$ cat src/rtl/program_loader_pkg.sv
// Shared types and constants for the boot-time program loader.
// Holds the FSM state encoding, default geometry and memory rw encoding.
package program_loader_pkg;

  localparam int PL_ADDR_W    = 12;
  localparam int PL_DATA_W    = 16;
  localparam int PL_MEM_WORDS = 32;

  localparam logic RW_WRITE = 1'b0;
  localparam logic RW_READ  = 1'b1;

  typedef enum logic [3:0] {
    IDLE,
    RECV_HI,
    RECV_LO,
    WRITE,
    CHK_HI,
    CHK_LO,
    CHECK,
    RUN,
    ERROR
  } state_e;

  function automatic logic is_rx_state(input state_e s);
    return (s == RECV_HI) || (s == RECV_LO) || (s == CHK_HI) || (s == CHK_LO);
  endfunction

endpackage

$ cat src/rtl/program_loader_byte_pack.sv
// Shifts stream bytes (high byte first) into a word; a byte moves when en_i && byte_valid_i.
// One byte per cycle, word valid the cycle after its last byte; stalls while byte_valid_i is low.
module program_loader_byte_pack #(
  parameter int DATA_W = 16
) (
  input  logic              clk,
  input  logic              rst_n,
  input  logic              en_i,
  input  logic [7:0]        byte_i,
  input  logic              byte_valid_i,
  output logic              take_o,
  output logic [DATA_W-1:0] word_o
);

  logic [DATA_W-1:0] word_q;

  assign take_o = en_i & byte_valid_i;
  assign word_o = word_q;

  always_ff @(posedge clk) begin
    if (!rst_n) begin
      word_q <= '0;
    end else if (take_o) begin
      word_q <= {word_q[DATA_W-9:0], byte_i};
    end
  end

endmodule

$ cat src/rtl/program_loader.sv
// Loads a byte-streamed program image into memory, checks its checksum, then hands the bus to the CPU.
// One word per 3 cycles at best; byte_ready drops outside receive states, byte_valid low stalls forever.
module program_loader
  import program_loader_pkg::*;
#(
  parameter int ADDR_W    = PL_ADDR_W,
  parameter int DATA_W    = PL_DATA_W,
  parameter int MEM_WORDS = PL_MEM_WORDS
) (
  input  logic              clk,
  input  logic              rst_n,
  input  logic              load_start,
  input  logic [ADDR_W-1:0] load_len,
  input  logic [7:0]        byte_in,
  input  logic              byte_valid,
  output logic              byte_ready,
  input  logic [DATA_W-1:0] cpu_out_data,
  input  logic [ADDR_W-1:0] cpu_out_address,
  input  logic              cpu_memrq,
  input  logic              cpu_rnw,
  output logic [DATA_W-1:0] mem_in_data,
  output logic [ADDR_W-1:0] mem_addr,
  output logic              mem_memrq,
  output logic              mem_rw,
  output logic              cpu_rst_n,
  output logic              busy,
  output logic              done,
  output logic              error
);

  state_e            state_q, state_d;
  logic [ADDR_W-1:0] cnt_q;
  logic [ADDR_W-1:0] len_q;
  logic [DATA_W-1:0] sum_q;
  logic              byte_ready_q;
  logic              busy_q;
  logic              done_q;
  logic              error_q;
  logic              cpu_rst_n_q;

  logic              take;
  logic [DATA_W-1:0] word;
  logic              len_bad;
  logic              last_word;
  logic              start_ok;

  program_loader_byte_pack #(.DATA_W(DATA_W)) u_pack (
    .clk          (clk),
    .rst_n        (rst_n),
    .en_i         (byte_ready_q),
    .byte_i       (byte_in),
    .byte_valid_i (byte_valid),
    .take_o       (take),
    .word_o       (word)
  );

  assign len_bad   = (load_len == '0) || (load_len > ADDR_W'(MEM_WORDS));
  assign last_word = (cnt_q == len_q - ADDR_W'(1));
  assign start_ok  = ((state_q == IDLE) || (state_q == ERROR)) && load_start;

  always_comb begin
    state_d = state_q;
    case (state_q)
      IDLE, ERROR: if (load_start) state_d = len_bad ? ERROR : RECV_HI;
      RECV_HI:     if (take) state_d = RECV_LO;
      RECV_LO:     if (take) state_d = WRITE;
      WRITE:       state_d = last_word ? CHK_HI : RECV_HI;
      CHK_HI:      if (take) state_d = CHK_LO;
      CHK_LO:      if (take) state_d = CHECK;
      CHECK:       state_d = (word == sum_q) ? RUN : ERROR;
      RUN:         state_d = RUN;
      default:     state_d = IDLE;
    endcase
  end

  // Status outputs are registered from the next state so they line up with state_q.
  always_ff @(posedge clk) begin
    if (!rst_n) begin
      state_q      <= IDLE;
      cnt_q        <= '0;
      len_q        <= '0;
      sum_q        <= '0;
      byte_ready_q <= 1'b0;
      busy_q       <= 1'b0;
      done_q       <= 1'b0;
      error_q      <= 1'b0;
      cpu_rst_n_q  <= 1'b0;
    end else begin
      state_q      <= state_d;
      byte_ready_q <= is_rx_state(state_d);
      busy_q       <= is_rx_state(state_d) || (state_d == WRITE) || (state_d == CHECK);
      done_q       <= (state_d == RUN);
      error_q      <= (state_d == ERROR);
      cpu_rst_n_q  <= (state_q == RUN);
      if (start_ok) begin
        len_q <= load_len;
        cnt_q <= '0;
        sum_q <= '0;
      end
      if (state_q == WRITE) begin
        sum_q <= sum_q + word;
        // Hold on the final word so the address never runs past the image.
        if (!last_word) cnt_q <= cnt_q + ADDR_W'(1);
      end
    end
  end

  always_comb begin
    mem_memrq   = 1'b0;
    mem_rw      = RW_READ;
    mem_addr    = '0;
    mem_in_data = '0;
    if (state_q == RUN) begin
      mem_memrq   = cpu_memrq;
      mem_rw      = cpu_rnw;
      mem_addr    = cpu_out_address;
      mem_in_data = cpu_out_data;
    end else if (state_q == WRITE) begin
      mem_memrq   = 1'b1;
      mem_rw      = RW_WRITE;
      mem_addr    = cnt_q;
      mem_in_data = word;
    end
  end

  assign byte_ready = byte_ready_q;
  assign busy       = busy_q;
  assign done       = done_q;
  assign error      = error_q;
  assign cpu_rst_n  = cpu_rst_n_q;

endmodule

$ cat config.mk
export PLATFORM = sky130hd
export DESIGN_NAME = program_loader
export DESIGN_NICKNAME = d
export VERILOG_FILES = /design/src/rtl/program_loader_pkg.sv /design/src/rtl/program_loader_byte_pack.sv /design/src/rtl/program_loader.sv
export SDC_FILE = /design/constraint.sdc
export NUM_CORES = 1
export LEC_CHECK = 0
export CORE_MARGIN = 5
export CORE_UTILIZATION = 55
export CTS_BUF_LIST = sky130_fd_sc_hd__clkbuf_16
export CTS_CLUSTER_SIZE = 12
export DETAILED_ROUTE_END_ITERATION = 8
export PLACE_DENSITY = 0.88
export SKIP_CTS_REPAIR_TIMING = 1
export SYNTH_ARGS = -nofsm -noshare
export SYNTH_HDL_FRONTEND = slang
export SYNTH_HIERARCHICAL = 1
export SYNTH_SLANG_ARGS = --single-unit
$ cat constraint.sdc
create_clock -name clk -period 8.81 [get_ports clk]
set_clock_uncertainty 0.1 [all_clocks]
set_input_delay 1.3215 -clock clk [delete_from_list [all_inputs] [get_ports clk]]
set_output_delay 1.3215 -clock clk [all_outputs]
set_load 0.02 [all_outputs]
Yosys cells after proc, flatten, opt, wreduce, memory -nomap -nowiden:

Index checks and enable logic that the tools add are counted.

* register bits after elaboration: 65
* input bits: 54
* output and inout port bits: 35

* $add $sub $neg: 3
* $lt $le $gt $ge: 1
* equal/unequal tests: 18
* mux-type cells: 22
* bitwise gates (word level): 1
* reduce and logical (&&, ||, !) cells: 12

Operators with widths (number)
* $mux W16: 4
* $mux W12: 5
* $eq A4 B3 Y1 const B: 8
* $pmux W4 S8: 1
* $mux W4: 7
* $add A16 B16 Y16: 1
* $eq A16 B16 Y1: 1
* $eq A4 B2 Y1 const B: 4
* $add A12 B1 Y12 const B: 1
* $eq A12 B12 Y1: 1
* $gt A12 B6 Y1 const B: 1
* $logic_not A12 Y1: 1
* $sub A12 B1 Y12 const B: 1
* $eq A4 B1 Y1 const B: 2
* $eq A4 B4 Y1 const B: 2
* $logic_or A1 B1 Y1: 7
* $logic_not A4 Y1: 1
* $mux W1: 4
* $mux W3: 1
* $reduce_bool A2 Y1: 1
* $reduce_or A2 Y1: 1
* $and A1 B1 Y1: 1
* $logic_and A1 B1 Y1: 1

Longest topological paths before layout:

* depth in word-level cells: 11
* gate-level depth with buffers: 11
* gate-level depth less buffers: 10

Cells and area by module:

The synthesis kept the hierarchy.

Modules (own cells, without submodules)
* program_loader: instances 1, cells an instance 462, area each 3530.9 um2
* program_loader_byte_pack: instances 1, cells an instance 63, area each 605.6 um2

Worst setup path after synthesis:

Ideal clock, no wire load.

* path type: register to output
* start point: register state_q[0]
* end point: output mem_addr[0]
* data arrival time: 2.230 ns
* slack: 5.158 ns
* cell stages (with the launch flop): 7
* buffers on the path: 3
* cell sequence: dfxtp_1 clkbuf_1 inv_1 nor4_1 clkbuf_1 clkbuf_1 a22o_1

* cells in the longest elaborated chain, start to end: 3
* elaborated cells on any way between the ends: 4

Ends and longest elaborated chain
* start, declared: line program_loader.sv:31 `state_e state_q, state_d;`
* start signal, assigned: line program_loader.sv:89 `state_q <= state_d;`
* $eq A4 B2 Y1: line program_loader.sv:118 `end else if (state_q == WRITE) begin`
* $mux W12: line program_loader.sv:118
* $mux W12 *: line program_loader.sv:113 `if (state_q == RUN) begin`
* end, declared: line program_loader.sv:22 `output logic [ADDR_W-1:0] mem_addr,`

Mark *: on every way between the ends. The rest lies on a longest branch, timed or not.

Worst setup path in the final report:

* start point: register state_q[0]
* end point: output mem_in_data[2]

* cells in the longest elaborated chain, start to end: 3
* elaborated cells on any way between the ends: 4

Ends and longest elaborated chain
* $eq A4 B2 Y1: line program_loader.sv:118
* $mux W16: line program_loader.sv:118
* $mux W16 *: line program_loader.sv:113
* end, declared: line program_loader.sv:21 `output logic [DATA_W-1:0] mem_in_data,`

Marked as above.

==> flow_summary_export.csv <==
group,metric,value,unit
drt,drtPass1Iterations,5,
synth,synthArstFlopShare,0,
cts,clkLatencyLatePin,330,ps
finish,area_growth,28.40,%
cts,clock_path_buffers,2,
drt,via_count,4352,
worst_setup_path,critical_path_class,"flip-flop to output port",
min_path,hold_end,"sum_q[7]",
synth,synth.distinct_cells,56,
job,cap_violations,0,
sta,setup_tns,0,ps
worst_setup_path,cp_max_fo,37,
synth,ys_seq_area_frac,0.3146,
worst_setup_path,slowest_delay,620,ps
worst_setup_path,critPathLaunchType,"flip-flop",
sta,setup_viol,0,
synth,yosys.area_share.simple,0.2623,
floorplan,die_w,96.72,um
min_path,hold_depth,2,
synth,synth_top_family_by_area,"simple AND/OR/NAND/NOR gates",
cts,cts.sinks,65,
place,io_buffers,88,
grt,grt_start_max_net_pins,39,
sta,max_freq,248.5,MHz
synth,synth_xor_area_frac,0.06140,
finish,diodes,0,
synth,muxShareOfSynthArea,0.03237,
drt,initialDrtViolationCount,297,
floorplan,fp.dieH,96.72,um
cts,cts_made_buffers,9,
cts,root_buffer,"clkbuf_16",
finish,mostFrequentLayoutCell,"clkdlybuf4s50_1",
grt,grt.total_usage,0.2466,
grt,grt_pass1_vias,4074,
synth,synth.avg_cell_area,7.879,um^2
cts,clkTransAtPathRegs,50,ps
synth,synth_edf_count,0,
power_and_ir_drop,powerDensity,134.2,mW/mm^2
finish,fillers,590,
floorplan,io_pins,89,
finish,register_area,0.001301,mm^2
worst_setup_path,crit_chain,"inv_1 > nor4_2 > buf_4 > a22o_1 > clkdlybuf4s50_1",
place,dp_hpwl,8604,um
worst_setup_path,worst_path_max_delay_cell,"clkdlybuf4s50_1",
synth,synth_cells,525,
power_and_ir_drop,leakagePower,1.974,nW
sta,fin_crit,4023,ps
grt,antenna_found_initial,0,
min_path,min_path_type,"flip-flop to flip-flop",
status,status,"completed",
power_and_ir_drop,vdd_drop_max,0.0001052,V
min_path,hold_start,"sum_q[7]",
floorplan,dieArea,0.009355,mm^2
cts,htree_num_levels,3,
worst_setup_path,path_depth,5,
synth,synthAdderAreaFrac,0.05626,
worst_setup_path,r2r_slack,5490,ps
worst_setup_path,cp_top_family,"buffers and inverters",
worst_setup_path,crit_arrival,2600,ps
worst_setup_path,crit_required,7390,ps
drt,drc,0,
worst_setup_path,timing.rr.start,"len_q[0]",
synth,synth_fp_nets,597,
worst_setup_path,timing.rr.end,"byte_ready",
finish,fin_nets,666,
sta,period_share,0.4567,
drt,wl_per_cell,17.18,um
grt,grt-ovfl-total,0,
worst_setup_path,r2r_cells,8,
synth,ys.flop_type,"dfxtp_1",
drt,routed_wirelength,12000,um
floorplan,placement_rows,31,
synth,ys_seq_elements,65,
synth,synth-compound-area-share,0.2193,
sta,hold_ws,370.8,ps
finish,drive_gt1_frac,0.05008,
floorplan,fp.coreArea,0.007292,mm^2
sta,rsz0062_at_grt,"no",
sta,hold_violations,0,
sta,drv_slew,0,
drt,via_per_inst,6.235,
finish,final_cell_area,0.005311,mm^2
synth,syn_area,0.004136,mm^2
sta,max_slew_margin,0.5108,
place,gp_congestion,0.9152,
drt,postRouteAntennaNets,0,
finish,multi_input_area,0.002624,mm^2
cts,tritoncts,"yes",
synth,synth_warnings,6,
worst_setup_path,critPathBufInv,3,
finish,most-common-layout-cells,"clkdlybuf4s50_1 (88), nand2_1 (78), dfxtp_1 (65)",
place,placed_area,0.005031,mm^2
worst_setup_path,setup.worst_path.end_class,"output port",
floorplan,start_util,0.5673,
grt,grt_pass1_wl,19710,um
finish,final_core_util,0.7284,
sta,worst_pin_slew,727.8,ps
==> how the worst max path moves through the flow <==
stage	from	endpoint	slack, ps
after global placement	cpu_rnw	mem_rw	4860
after detailed placement	cpu_rnw	mem_rw	4820
final	state_q[0]	mem_in_data[2]	4790
after CTS	state_q[0]	mem_in_data[11]	4780
after global routing	state_q[0]	mem_addr[7]	4630
after floorplan	state_q[0]	mem_addr[0]	5160
==> layout make-up <==
| class | count | share of cell area |
|---|---|---|
| Tap cell | 99 | 0.02332 |
| Multi-Input combinational cell | 410 | 0.4940 |
| Clock buffer | 9 | 0.04240 |
| Clock inverter | 7 | 0.01037 |
| Inverter | 13 | 0.009187 |
| Timing Repair Buffer | 95 | 0.1757 |
| Sequential cell | 65 | 0.2450 |
==> kinds of logic (layout without fill, tap and decap cells) <==
family	count (synthesis)	count (layout)
buf+inv	50	124
simple gates	213	213
compound gates	137	137
xor+xnor	29	29
fa+ha+maj	18	18
flops	65	65
mux	13	13
==> power by group <==
part / leakage (nW) / total (mW) / switching [mW] / internal (mW)
Clock: 0.150 / 0.338 / 0.124 / 0.214
Sequential: 0.526 / 0.304 / 0.00569 / 0.298
Combinational: 1.30 / 0.0712 / 0.0339 / 0.0373
Total: 1.97 / 0.713 / 0.164 / 0.549
==> registers in the layout, indices dropped and copies added (netlist names) <==
name           flops
busy               1
cnt_q             12
error              1
byte_ready         1
cpu_rst_n          1
state_q            4
sum_q             16
len_q             12
u_pack/word_o     16
done               1
==> synth_stat cells, types with 6 or more instances <==
cell type	n	share of area
ha_1	17	0.051
dfxtp_1	65	0.31
clkbuf_1	25	0.023
mux2i_1	10	0.024
o21ai_1	7	0.0085
nand2_1	78	0.071
nor3_1	18	0.022
nor4_1	16	0.024
nand4_1	19	0.029
or4_1	6	0.011
nand3_1	25	0.030
xnor2_1	19	0.040
a21oi_1	47	0.057
inv_1	13	0.012
o21ai_0	17	0.021
a22o_1	25	0.053
nor2_1	20	0.018
xor2_1	10	0.021
==> tightest hold or removal path: cells and delay by family, from the launching register on <==
family / cells / cell delay (ps)
flops: 1 / 310
compound gates: 1 / 50
simple gates: 1 / 60
==> stage by stage <==
stage | power (mW) | setup WS, ps | std cells
final | 0.7129 | 4787 | 698
after global routing | 0.7318 | 4627 | 698
after CTS | 0.7114 | 4783 | 698
after detailed placement | 0.3795 | 4824 | 682
after global placement | 0.3777 | 4859 | 682
after floorplan | 0.3461 | 5158 | 525
==> per-layer routing <==
metal  global-route usage  share of wire  vias to the layer above
met5                    0              0                        -
met4              0.07559          0.012                        0
met3              0.03957          0.066                       18
met2               0.4007           0.47                      197
met1               0.3354           0.45                     2052
li1                     -              -                     2085
Power figures use the tool's default switching activity.
